## src/rtl/fsm_eg_param_if.sv

```systemverilog
// Control/observation bundle for fsm_eg_param: enable, a/b controls and clear in; x/y/tmo, state and x_count out.
interface fsm_eg_param_if #(
  parameter int DATA_W = 8,
  parameter int CNT_W  = 8
);
  logic              en;
  logic              a;
  logic              b;
  logic              clr;
  logic [DATA_W-1:0] x;
  logic [DATA_W-1:0] y;
  logic              tmo;
  logic [1:0]        state;
  logic [CNT_W-1:0]  x_count;

  modport master (output en, a, b, clr, input x, y, tmo, state, x_count);
  modport slave  (input en, a, b, clr, output x, y, tmo, state, x_count);
endinterface

```

## src/rtl/fsm_eg_param.sv

```systemverilog
// Parametrised a/b sequencing FSM with advance enable, S1 dwell timeout, saturating x-event counter
// and selectable combinational or registered x/y/tmo outputs.
//
//   state | meaning
//   S0    | idle, waiting for a (and b) with en
//   S1    | wait-release, y driven, dwell timer runs on en & !a
//   S2    | burst, x driven while en & a & b
//   S3    | timeout, one-cycle tmo pulse, back to S0
module fsm_eg_param #(
  parameter int DATA_W  = 8,
  parameter int X_VAL   = 168,
  parameter int Y_VAL   = 168,
  parameter int TIMEOUT = 15,
  parameter int CNT_W   = 8,
  parameter bit OUT_REG = 1'b0
) (
  input  logic           clk,
  input  logic           rst,
  fsm_eg_param_if.slave  bus
);

  typedef enum logic [1:0] {
    S0 = 2'b00,
    S1 = 2'b01,
    S2 = 2'b10,
    S3 = 2'b11
  } state_t;

  localparam int                DW_W    = $clog2(TIMEOUT + 1);
  localparam logic [DW_W-1:0]   DW_LAST = DW_W'(TIMEOUT - 1);
  localparam logic [DATA_W-1:0] X_V     = DATA_W'(X_VAL);
  localparam logic [DATA_W-1:0] Y_V     = DATA_W'(Y_VAL);

  state_t            state_q, state_d;
  logic [DW_W-1:0]   dwell_q, dwell_d;
  logic [CNT_W-1:0]  count_q;
  logic [DATA_W-1:0] x_c, y_c;
  logic              tmo_c;

  always_ff @(posedge clk or posedge rst) begin
    if (rst) begin
      state_q <= S0;
      dwell_q <= '0;
    end else begin
      state_q <= state_d;
      dwell_q <= dwell_d;
    end
  end

  always_comb begin
    state_d = state_q;
    dwell_d = dwell_q;
    x_c     = '0;
    y_c     = '0;
    tmo_c   = 1'b0;
    case (state_q)
      S0: begin
        if (bus.en && bus.a && bus.b) begin
          x_c     = X_V;
          state_d = S2;
        end else if (bus.en && bus.a) begin
          state_d = S1;
          dwell_d = '0;
        end
      end
      S1: begin
        y_c = Y_V;
        if (bus.en && bus.a) begin
          state_d = S0;
        end else if (bus.en) begin
          // TIMEOUT en-cycles with a low, counting this one, force the exit
          if (dwell_q == DW_LAST) begin
            state_d = S3;
            dwell_d = '0;
          end else begin
            dwell_d = dwell_q + DW_W'(1);
          end
        end
      end
      S2: begin
        if (bus.en) begin
          if (bus.a && bus.b) x_c = X_V;
          state_d = S0;
        end
      end
      S3: begin
        tmo_c   = 1'b1;
        state_d = S0;
      end
      default: state_d = S0;
    endcase
  end

  // Counts the pre-register x so the count timing is independent of OUT_REG
  always_ff @(posedge clk or posedge rst) begin
    if (rst) begin
      count_q <= '0;
    end else if (bus.clr) begin
      count_q <= '0;
    end else if (x_c != '0 && count_q != '1) begin
      count_q <= count_q + CNT_W'(1);
    end
  end

  assign bus.state   = state_q;
  assign bus.x_count = count_q;

  generate
    if (OUT_REG) begin : g_reg
      logic [DATA_W-1:0] x_q, y_q;
      logic              tmo_q;
      always_ff @(posedge clk or posedge rst) begin
        if (rst) begin
          x_q   <= '0;
          y_q   <= '0;
          tmo_q <= 1'b0;
        end else begin
          x_q   <= x_c;
          y_q   <= y_c;
          tmo_q <= tmo_c;
        end
      end
      assign bus.x   = x_q;
      assign bus.y   = y_q;
      assign bus.tmo = tmo_q;
    end else begin : g_comb
      // Mealy x could otherwise follow live inputs while reset holds the state
      assign bus.x   = rst ? '0 : x_c;
      assign bus.y   = rst ? '0 : y_c;
      assign bus.tmo = rst ? 1'b0 : tmo_c;
    end
  endgenerate

endmodule
```

## src/flat_wrapper.sv

```systemverilog
// flat-port wrapper written by rule: the top's interface ports become plain ports
module fsm_eg_param_flat 
#(
  parameter int DATA_W  = 8,
  parameter int X_VAL   = 168,
  parameter int Y_VAL   = 168,
  parameter int TIMEOUT = 15,
  parameter int CNT_W   = 8,
  parameter bit OUT_REG = 1'b0
)
  (clk, rst, bus_en, bus_a, bus_b, bus_clr, bus_x, bus_y, bus_tmo, bus_state, bus_x_count);
  fsm_eg_param_if #(.DATA_W(DATA_W), .CNT_W(CNT_W)) bus_i ();
  input  logic clk;
  input  logic rst;
  input wire logic [$bits(bus_i.en)-1:0] bus_en;
  input wire logic [$bits(bus_i.a)-1:0] bus_a;
  input wire logic [$bits(bus_i.b)-1:0] bus_b;
  input wire logic [$bits(bus_i.clr)-1:0] bus_clr;
  output wire logic [$bits(bus_i.x)-1:0] bus_x;
  output wire logic [$bits(bus_i.y)-1:0] bus_y;
  output wire logic [$bits(bus_i.tmo)-1:0] bus_tmo;
  output wire logic [$bits(bus_i.state)-1:0] bus_state;
  output wire logic [$bits(bus_i.x_count)-1:0] bus_x_count;
  assign bus_i.en = bus_en;
  assign bus_i.a = bus_a;
  assign bus_i.b = bus_b;
  assign bus_i.clr = bus_clr;
  assign bus_x = bus_i.x;
  assign bus_y = bus_i.y;
  assign bus_tmo = bus_i.tmo;
  assign bus_state = bus_i.state;
  assign bus_x_count = bus_i.x_count;
  fsm_eg_param #(.DATA_W(DATA_W), .X_VAL(X_VAL), .Y_VAL(Y_VAL), .TIMEOUT(TIMEOUT), .CNT_W(CNT_W), .OUT_REG(OUT_REG)) u_core (.clk(clk), .rst(rst), .bus(bus_i));
endmodule
```

## config.mk

```make
export PLATFORM = sky130hd
export DESIGN_NAME = fsm_eg_param_flat
export DESIGN_NICKNAME = d
export VERILOG_FILES = /design/src/rtl/fsm_eg_param_if.sv /design/src/rtl/fsm_eg_param.sv /design/src/flat_wrapper.sv
export SDC_FILE = /design/constraint.sdc
export NUM_CORES = 1
export LEC_CHECK = 0
export ABC_AREA = 1
export BUFFER_PORTS_ARGS = -buffer_cell sky130_fd_sc_hd__buf_2
export CAP_MARGIN = 20
export CORE_UTILIZATION = 35
export CTS_CLUSTER_SIZE = 28
export DETAILED_ROUTE_END_ITERATION = 10
export SKIP_LAST_GASP = 1
export SYNTH_ARGS = -nofsm -noshare
export SYNTH_HDL_FRONTEND = slang
export SYNTH_SLANG_ARGS = --single-unit
```

## constraint.sdc

```tcl
create_clock -name clk -period 2.05 [get_ports clk]
set_clock_uncertainty 0.1 [all_clocks]
set_input_delay 0.205 -clock clk [delete_from_list [all_inputs] [get_ports clk]]
set_output_delay 0.205 -clock clk [all_outputs]
set_load 0.02 [all_outputs]
```

==> flow_metrics.tcl, run 1 <==
set metrics [dict create \
    status "finished with violations" \
    violations_in_the_final_reports "design-rule violations" \
    drtPass1Iterations 7 \
    synth_top_area_cell "sky130_fd_sc_hd__dfrtp_1" \
    clockPowerShare_pct 16.3 \
    slowest_stage "sky130_fd_sc_hd__dfrtp_1" \
    floorplan.core_area_um2 2810 \
    grt_setup_unrepaired "false" \
    detailed_place_hpwl_mm 1.63 \
    nets 187 \
    seq_area_frac_synth_pct 33.4 \
    floorplan.initialDensity_pct 37.4 \
    most_common_cell_after_layout_fill_and_taps_aside "sky130_fd_sc_hd__nand2_1" \
    crit_path_end_kind "output port" \
    final.fill_count 308 \
    period_share_pct 83.6 \
    syn_inst 155 \
    route.detailed.vias_per_inst 4.63 \
    class_of_the_worst_hold_path "in -> reg" \
    first_global_vias 857 \
    ant_nets 0 \
    die-area_um2 3220 \
    pin_count_of_the_biggest_net_entering_global_routing 15 \
    numClockSinks 14 \
    die_width_um 56.8 \
    antenna_found_initial 0 \
    rrSetupSlack_ps 590 \
    pre_cts_slack_ps 616 \
    worst_path_arrival_ps 1410 \
    total_switching_power_mw 0.420 \
    timing.hold.worst_path_depth 4 \
    vdd_ir_drop_max_v 0.000374 \
    required_ps 1750 \
    overflow 0 \
    hold_start "bus_clr" \
    wl_per_cell_um 10.0 \
    p_int_mw 0.513 \
    total_clock_buffers_created_by_cts 3 \
    routed-via-count 958 \
    worst_r2r_endpoint "u_core.bus.x_count[7]" \
    clk-insertion-delay-late_ps 280 \
    gp_congestion 0.871 \
    synth_cell_types 21 \
    switching_share_pct 45.0 \
    path_max_fanout 6 \
    layout.cells.most_common_list "sky130_fd_sc_hd__nand2_1, sky130_fd_sc_hd__buf_2, sky130_fd_sc_hd__inv_1, sky130_fd_sc_hd__nor2_1, sky130_fd_sc_hd__dfrtp_1" \
    clock_tree.root_cell "sky130_fd_sc_hd__clkbuf_4" \
    report.final.setup_viol 0 \
    post_cts.repair.setup_buffers 0 \
    critical_path.max_stage_delay_ps 450 \
    leakagePower_nw 0.676 \
    synth_compound_area_share_pct 3.10 \
    area_overhead_vs_synth_pct 10.5 \
    setup.worst_path.class "reg -> out" \
    numPortBuffers 22 \
    synth.yosys.warnings 0 \
    critical_path.cell_chain "nor2_2, inv_1, nor2_1, buf_2" \
    io_pins 33 \
    first_pass_grt_wire_length_mm 3.62 \
    finalCoreUtilization_pct 41.3 \
    timing.critical_path.from_type "flop" \
    setup-tns-final_ps 0 \
    grt_usage_pct 14.8 \
    antenna-diode-count 0 \
    relSlewSlack_pct 63.4 \
    layout_setup_ws_ps 337 \
    synth_xor_area_share_pct 0.834 \
    power-per-cell-area_nw_per_um2 804 \
    netlist_top_cells_area "sky130_fd_sc_hd__dfrtp_1, sky130_fd_sc_hd__nand2_1, sky130_fd_sc_hd__buf_4" \
    slew_at_the_pin_closest_to_its_max_slew_limit_ps 549 \
    fp.dieH_um 56.8 \
    clock_tree.buffer_depth 2 \
    rows 19 \
    synth-adder-area-share_pct 3.58 \
    synthSimpleGateAreaFrac_pct 42.0 \
    drcViolationCount 3 \
    post-synth-top-area-fraction_pct 33.4 \
    synth_area_um2 1050 \
    min_to "u_core.bus.x_count[3]" \
    worst-r2r-cell-count 9 \
    max_cap_violations 0 \
    final-hold-violation-count 0 \
    final-max-slew-violation-count 0 \
    power.share.sequential_pct 39.5 \
    ys_ff_latch 14 \
    route.final.wire_length_mm 2.08 \
    syn-mean-instance-area_um2 6.77 \
    post_synth_mux_area_share_pct 0 \
    clock.fmax_mhz 584 \
    r2r_startpoint "u_core.bus.x_count[1]" \
    tritoncts "done" \
    drt_iter0_markers 41 \
    clock_tree.htree_level_count 1 \
    fin_hold_ws_ps 133 \
    combPwrFrac_pct 44.2 \
    synth_top_family_by_area "simple AND/OR/NAND/NOR gates" \
    final_layout_size_suffix_gt1_share_pct 20.5 \
    worst_setup_hold_path_clk_slew_ps 80 \
    post_cts_resized 0 \
    timing.final.crit_period_ps 1710 \
]
[logic make-up after synthesis]
family                     count (synthesis)
AOI/OAI and AO/OA                          6
xor gates and xnor gates                   1
adders and majority gates                  3
buffers and inverters                     33
DFF                                       14
other                                      1
and+or+nand+nor                           97
[sequential cells by signal, summed over array words and instances (netlist names)]
register,flops
u_core.dwell_q,4
u_core.bus.state,2
u_core.bus.x_count,8
[worst max-delay path by stage]
stage | startpoint | end | slack, ps | depth (start not counted)
after floorplan | u_core.bus.state[0] | bus_y[5] | 360 | 5
after global placement | u_core.bus.x_count[1] | u_core.bus.x_count[5] | 640 | 9
after detailed placement | u_core.bus.x_count[1] | u_core.bus.x_count[2] | 620 | 9
after CTS | u_core.bus.state[0] | bus_y[5] | 320 | 5
after global routing | u_core.bus.state[0] | bus_y[5] | 200 | 5
final | u_core.bus.state[1] | bus_y[5] | 340 | 4
[what timing repair did]
item / in CTS / in global routing
hold endpoints to repair: 14 / 0
setup endpoints to repair: 0 / 0
hold buffers: 1 / 0
[synth_stat cells]
master                     instances
sky130_fd_sc_hd__dfrtp_1          14
sky130_fd_sc_hd__nand4_1           6
sky130_fd_sc_hd__o21ai_0           4
sky130_fd_sc_hd__nor2_4            2
sky130_fd_sc_hd__a21oi_1           1
sky130_fd_sc_hd__nand2_4           1
sky130_fd_sc_hd__conb_1            1
sky130_fd_sc_hd__xor2_1            1
sky130_fd_sc_hd__buf_4            14
sky130_fd_sc_hd__nor3_1            1
sky130_fd_sc_hd__nand2_2           2
sky130_fd_sc_hd__inv_1            17
sky130_fd_sc_hd__nand3_2           2
sky130_fd_sc_hd__nor2_1           17
sky130_fd_sc_hd__ha_1              3
sky130_fd_sc_hd__nand3_1          12
sky130_fd_sc_hd__nor2_2            1
sky130_fd_sc_hd__or2_2             1
sky130_fd_sc_hd__inv_2             2
sky130_fd_sc_hd__o21bai_1          1
sky130_fd_sc_hd__nand2_1          52
[critical path: cells and delay by family, from the launching register on]
family | cells | cell delay, ps
AND/OR/NAND/NOR | 2 | 380
flip-flops | 1 | 450
buffers and inverters | 2 | 300
[area by class of cell]
type / count / area (um^2) / area share (%)
repair buffers: 23 / 120 / 10.4
multi-input cells: 117 / 557 / 48.0
clock buffers: 3 / 22.5 / 1.94
flip-flops and latches: 14 / 350 / 30.2
inverters: 19 / 71.3 / 6.15
well taps: 31 / 38.8 / 3.34
[layer usage]
layer  global-route usage [%]  vias to the layer above  wire [um]
li1                         -                      504          -
met1                     17.8                      427        936
met2                     24.0                       22        999
met3                     5.07                        5        100
met4                     6.27                        0         38
met5                        0                        -          0
[power groups by stage]
stage / Clock (mW) / Sequential [mW] / Combinational (mW)
2_1_floorplan: 0 / 0.384 / 0.332
3_3_place_gp: 0 / 0.370 / 0.409
3_5_place_dp: 0 / 0.374 / 0.416
4_1_cts: 0.163 / 0.369 / 0.419
5_1_grt: 0.176 / 0.377 / 0.464
6_report: 0.152 / 0.368 / 0.412
[metrics by stage]
step | total power [mW] | area (um^2) | instances
3_5_place_dp | 0.790 | 1130 | 203
6_report | 0.933 | 1160 | 207
4_1_cts | 0.950 | 1160 | 207
5_1_grt | 1.02 | 1160 | 207
3_3_place_gp | 0.780 | 1130 | 203
2_1_floorplan | 0.716 | 1080 | 164
(Power assumes the default switching activity.)
==> run 2: changes to the inputs <==
==> constraint.sdc (replaced) <==
create_clock -name clk -period 1.8 [get_ports clk]
set_clock_uncertainty 0.1 [all_clocks]
set_input_delay 0.18 -clock clk [delete_from_list [all_inputs] [get_ports clk]]
set_output_delay 0.18 -clock clk [all_outputs]
set_load 0.02 [all_outputs]
==> run 2 against run 1 <==
The run still ends with design-rule violations left. Clock power is 13% higher. Utilization did not move. Power increased by 13%. Cell count unchanged. Via count fell by 1.3%. Critical path type unchanged. Non-clock buffer count unchanged. First-iteration DRC count shrank 46%. Global-route usage decreased by 0.71 points. Critical endpoint unchanged.
==> flow_metrics.tcl, run 2 (synthesis results as in run 1) <==
set metrics [dict create \
    status "finished with violations" \
    violations_in_the_final_reports "design-rule violations" \
    max_cap_violations 0 \
    grt_setup_unrepaired "false" \
    worst_setup_hold_path_clk_slew_ps 80 \
    route.final.wire_length_mm 2.01 \
    floorplan.core_area_um2 2810 \
    period_share_pct 93.1 \
    leakagePower_nw 0.676 \
    drtPass1Iterations 9 \
    p_total_mw 1.06 \
    area_overhead_vs_synth_pct 10.5 \
    most_common_cell_after_layout_fill_and_taps_aside "sky130_fd_sc_hd__nand2_1" \
    grt_usage_pct 14.1 \
    timing.critical_path.from_type "flop" \
    io_pins 33 \
    clock_tree.root_cell "sky130_fd_sc_hd__clkbuf_4" \
    clock_tree.buffer_depth 2 \
    switching_share_pct 44.9 \
    crit_path_end_kind "output port" \
    largest_reg_flops 8 \
    p_int_mw 0.584 \
    fp.dieH_um 56.8 \
    gr-usage-met3_pct 4.84 \
    pin_count_of_the_biggest_net_entering_global_routing 15 \
    slew_at_the_pin_closest_to_its_max_slew_limit_ps 576 \
    routed-via-count 946 \
    numClockSinks 14 \
    tritoncts "done" \
    clk-insertion-delay-late_ps 270 \
    final_layout_size_suffix_gt1_share_pct 20.5 \
    grt_busiest_layer "met2" \
    wl_per_cell_um 9.72 \
    overflow 0 \
    power-per-cell-area_nw_per_um2 913 \
    layout.cells.most_common_list "sky130_fd_sc_hd__nand2_1, sky130_fd_sc_hd__buf_2, sky130_fd_sc_hd__inv_1, sky130_fd_sc_hd__nor2_1, sky130_fd_sc_hd__dfrtp_1" \
    worst_path_arrival_ps 1400 \
    floorplan.initialDensity_pct 37.4 \
    total_switching_power_mw 0.475 \
    clock.fmax_mhz 597 \
    first_global_vias 838 \
    die-area_um2 3220 \
    timing.final.crit_period_ps 1680 \
    drcViolationCount 2 \
    final-hold-violation-count 0 \
    grtUsageMet2_pct 22.3 \
    post-route-cell-area_um2 1160 \
    combPwrFrac_pct 44.5 \
    route.detailed.vias_per_inst 4.57 \
    gr-usage-met1_pct 18.5 \
    antenna_found_initial 0 \
    post_cts_resized 0 \
    layout_setup_ws_ps 124 \
    die_width_um 56.8 \
    clockPowerShare_pct 16.1 \
    placed_area_um2 1130 \
    report.final.setup_viol 0 \
    first_pass_grt_wire_length_mm 3.51 \
    pre_cts_slack_ps 360 \
    total_clock_buffers_created_by_cts 3 \
    power.share.sequential_pct 39.4 \
    drt_iter0_markers 22 \
    rows 19 \
    clock_tree.htree_level_count 1 \
    setup-tns-final_ps 0 \
    class_of_the_worst_hold_path "in -> reg" \
    vdd_ir_drop_max_v 0.000427 \
    setup.worst_path.class "reg -> out" \
    detailed_place_hpwl_mm 1.62 \
    post_cts.repair.setup_buffers 0 \
    required_ps 1520 \
    ant_nets 0 \
    gp_congestion 0.872 \
    relSlewSlack_pct 61.6 \
    path_max_fanout 6 \
    nets 187 \
    antenna-diode-count 0 \
    final-max-slew-violation-count 0 \
    numPortBuffers 22 \
]
run 2: cell counts in the layout (fill, tap and decap cells not counted):
No cell type changed its count.
run 2: final cells by class:
class / count / area [um^2]
clock buffer: 3 / 22.5
fill: 313 / 1650
inverter: 19 / 71.3
multi-input combinational: 117 / 557
sequential: 14 / 350
tap: 31 / 38.8
timing repair buffer: 23 / 120
run 2: worst max-delay path, cell delays in order (launching register included):
cell,delay (ps)
sky130_fd_sc_hd__dfrtp_1,440
sky130_fd_sc_hd__nor2_2,230
sky130_fd_sc_hd__inv_1,110
sky130_fd_sc_hd__nor2_1,150
sky130_fd_sc_hd__buf_2,190
run 2: through the flow:
step / utilization (%) / hold WS (ps) / cells
5_1_grt: 41.3 / 126 / 207
6_report: 41.3 / 115 / 207
3_5_place_dp: 40.2 / 206 / 203
3_3_place_gp: 40.2 / 197 / 203
2_1_floorplan: - / -30.8 / 164
4_1_cts: 41.3 / 110 / 207
run 2: metal layers:
| metal | part of all wire, % | vias to the layer above |
|---|---|---|
| met5 | 0 | - |
| met4 | 0.80 | 0 |
| met3 | 4.8 | 2 |
| met2 | 48 | 29 |
| met1 | 46 | 408 |
| li1 | - | 507 |
run 2: final timing paths:
path                                       startpoint               endpoint  slack, ps  cells past startpoint
worst max register to register  u_core.bus.x_count[1]  u_core.bus.x_count[5]        350                      9
min in group asynchronous                         rst      u_core.dwell_q[0]        440                      3
worst min register to register      u_core.dwell_q[3]      u_core.dwell_q[3]        450                      2
max in group asynchronous                         rst  u_core.bus.x_count[1]        780                      3
worst max-delay path              u_core.bus.state[1]               bus_y[5]        120                      4
worst min-delay path                          bus_clr  u_core.bus.x_count[3]        110                      4
run 2: repair_timing:
| item | in CTS | in global routing |
|---|---|---|
| hold endpoints to repair | 14 | 0 |
| hold buffers | 1 | 0 |
| endpoints found under the setup margin | 0 | 0 |
run 2: power groups by stage:
| stage | Combinational (mW) | Clock [mW] | Sequential, mW |
|---|---|---|---|
| floorplan | 0.378 | 0 | 0.438 |
| global placement | 0.466 | 0 | 0.422 |
| detailed placement | 0.473 | 0 | 0.425 |
| CTS | 0.476 | 0.182 | 0.418 |
| global route | 0.528 | 0.197 | 0.429 |
| finish | 0.471 | 0.171 | 0.417 |
==> run 3: changes to the inputs <==
--- a/config.mk
+++ b/config.mk
@@ -8,6 +8,7 @@
 export ABC_AREA = 1
 export BUFFER_PORTS_ARGS = -buffer_cell sky130_fd_sc_hd__buf_2
 export CAP_MARGIN = 20
+export CORE_ASPECT_RATIO = 0.6
 export CORE_UTILIZATION = 35
 export CTS_CLUSTER_SIZE = 28
 export DETAILED_ROUTE_END_ITERATION = 10
==> run 3 against run 2 <==
The run now ends clean. Setup slack gained 35 ps. Critical path depth unchanged. Final area up 3.8%. Worst hold slack improved by 43 ps. Register-to-register slack lost 60 ps. Sequential share of layout area fell by 1.1 points. Non-clock buffer count is the same. Utilization is 3.9 points higher. First-iteration DRC count rose to 2.5 times the previous value. Critical path type unchanged. Die area increased by 0.22%.
==> flow_metrics.tcl, run 3 (synthesis results as in run 1) <==
set metrics [dict create \
    report.final.setup_viol 0 \
    p_int_mw 0.702 \
    tritoncts "done" \
    gp_congestion 0.857 \
    rows 14 \
    status "finished, final reports clean" \
    setup.worst_path.class "reg -> out" \
    floorplan.core_area_um2 2660 \
    total_clock_buffers_created_by_cts 3 \
    relSlewSlack_pct 63.9 \
    switching_share_pct 42.0 \
    antenna_found_initial 0 \
    setup-tns-final_ps 0 \
    leakagePower_nw 0.691 \
    max_cap_violations 0 \
    critical_path.max_stage_delay_ps 400 \
    detailed_place_hpwl_mm 1.80 \
    grt_setup_unrepaired "false" \
    final-hold-violation-count 0 \
    route.detailed.vias_per_inst 4.43 \
    clock_tree.buffer_depth 2 \
    nets 187 \
    power-per-cell-area_nw_per_um2 1000 \
    worst_setup_hold_path_clk_slew_ps 60 \
    layout.cells.most_common_list "sky130_fd_sc_hd__nand2_1, sky130_fd_sc_hd__buf_2, sky130_fd_sc_hd__inv_1, sky130_fd_sc_hd__nor2_1, sky130_fd_sc_hd__dfrtp_1" \
    largest_reg_flops 8 \
    post-route-cell-area_um2 1200 \
    slowest_stage "sky130_fd_sc_hd__dfrtp_1" \
    clk-insertion-delay-late_ps 250 \
    routed-via-count 961 \
    fp.dieH_um 44.4 \
    final_layout_size_suffix_gt1_share_pct 20.9 \
    overflow 0 \
    clock_tree.root_cell "sky130_fd_sc_hd__clkbuf_8" \
    critical_path.cell_chain "inv_1, nand4_1, nor2_1, buf_2" \
    vdd_ir_drop_max_v 0.000464 \
    crit_family "simple AND/OR/NAND/NOR gates" \
    numPortBuffers 22 \
    final.fill_count 258 \
    die-area_um2 3230 \
    required_ps 1520 \
    drt_iter0_markers 56 \
    timing.final.crit_period_ps 1640 \
    total_switching_power_mw 0.508 \
    floorplan.initialDensity_pct 39.4 \
    timing.critical_path.from_type "flop" \
    io_pins 33 \
    combPwrFrac_pct 40.1 \
    first_global_vias 772 \
    ant_nets 0 \
    area_overhead_vs_synth_pct 14.7 \
    period_share_pct 91.1 \
    route.final.wire_length_mm 2.20 \
    critical_path_buf_inv_count 2 \
    antenna-diode-count 0 \
    class_of_the_worst_hold_path "in -> reg" \
    power.share.sequential_pct 34.6 \
    crit_path_end_kind "output port" \
    pin_count_of_the_biggest_net_entering_global_routing 15 \
    placed_area_um2 1140 \
    clock_tree.htree_level_count 1 \
    multiInputGateArea_um2 557 \
    wl_per_cell_um 10.1 \
    die_width_um 72.7 \
    post_cts.repair.setup_buffers 0 \
    drtPass1Iterations 4 \
    drcViolationCount 0 \
    worst_path_arrival_ps 1360 \
    first_pass_grt_wire_length_mm 3.55 \
    clock.fmax_mhz 610 \
    final-max-slew-violation-count 0 \
    post_cts_resized 0 \
    most_common_cell_after_layout_fill_and_taps_aside "sky130_fd_sc_hd__nand2_1" \
    final-seq-area_um2 350 \
    numClockSinks 14 \
    clockPowerShare_pct 25.3 \
    slew_at_the_pin_closest_to_its_max_slew_limit_ps 541 \
    path_max_fanout 4 \
    cts_hold_repair_buffers 1 \
    grt_usage_pct 15.1 \
]
run 3: per-stage QoR:
| stage | hold slack [ps] | setup WS (ps) | utilization, % | total power [mW] | cells |
|---|---|---|---|---|---|
| 3_3_place_gp | 185 | 365 | 42.8 | 0.898 | 212 |
| 5_1_grt | 182 | 14.6 | 45.2 | 1.31 | 217 |
| 6_report | 158 | 159 | 45.2 | 1.21 | 217 |
| 2_1_floorplan | -30.8 | 138 | - | 0.816 | 164 |
| 4_1_cts | 150 | 132 | 45.2 | 1.22 | 217 |
| 3_5_place_dp | 186 | 324 | 42.8 | 0.904 | 212 |
run 3: worst paths after layout:
kind	startpoint	endpoint	slack [ps]	depth (start not counted)
worst max-delay path	u_core.bus.state[0]	bus_x[7]	160	4
worst min-delay path	bus_clr	u_core.bus.x_count[3]	160	4
worst max register to register	u_core.bus.x_count[1]	u_core.bus.x_count[0]	290	6
worst min register to register	u_core.bus.x_count[7]	u_core.bus.x_count[7]	460	2
max in group asynchronous	rst	u_core.bus.state[1]	790	3
min in group asynchronous	rst	u_core.dwell_q[2]	450	3
run 3: layer usage:
metal	global-route usage (%)	vias up	share of wire, %
li1	-	509	-
met1	22.7	413	54
met2	19.8	37	38
met3	4.78	2	6.5
met4	5.49	0	0.96
met5	0	-	0
run 3: power by group through the flow:
stage	Clock, mW	Sequential [mW]	Combinational [mW]
2_1_floorplan	0	0.438	0.378
3_3_place_gp	0	0.422	0.476
3_5_place_dp	0	0.424	0.480
4_1_cts	0.316	0.418	0.484
5_1_grt	0.331	0.428	0.550
6_report	0.306	0.419	0.485
run 3: layout make-up:
cell class | instances | area share, %
flip-flops and latches | 14 | 29.1
well taps | 40 | 4.16
inverters | 19 | 5.93
repair buffers | 23 | 9.98
clock buffers | 4 | 4.57
multi-input cells | 117 | 46.3
run 3: worst min-delay path, delay by kind of cell:
family / cells / cell delay [ps]
buffers and inverters: 1 / 130
and+or+nand+nor: 3 / 150
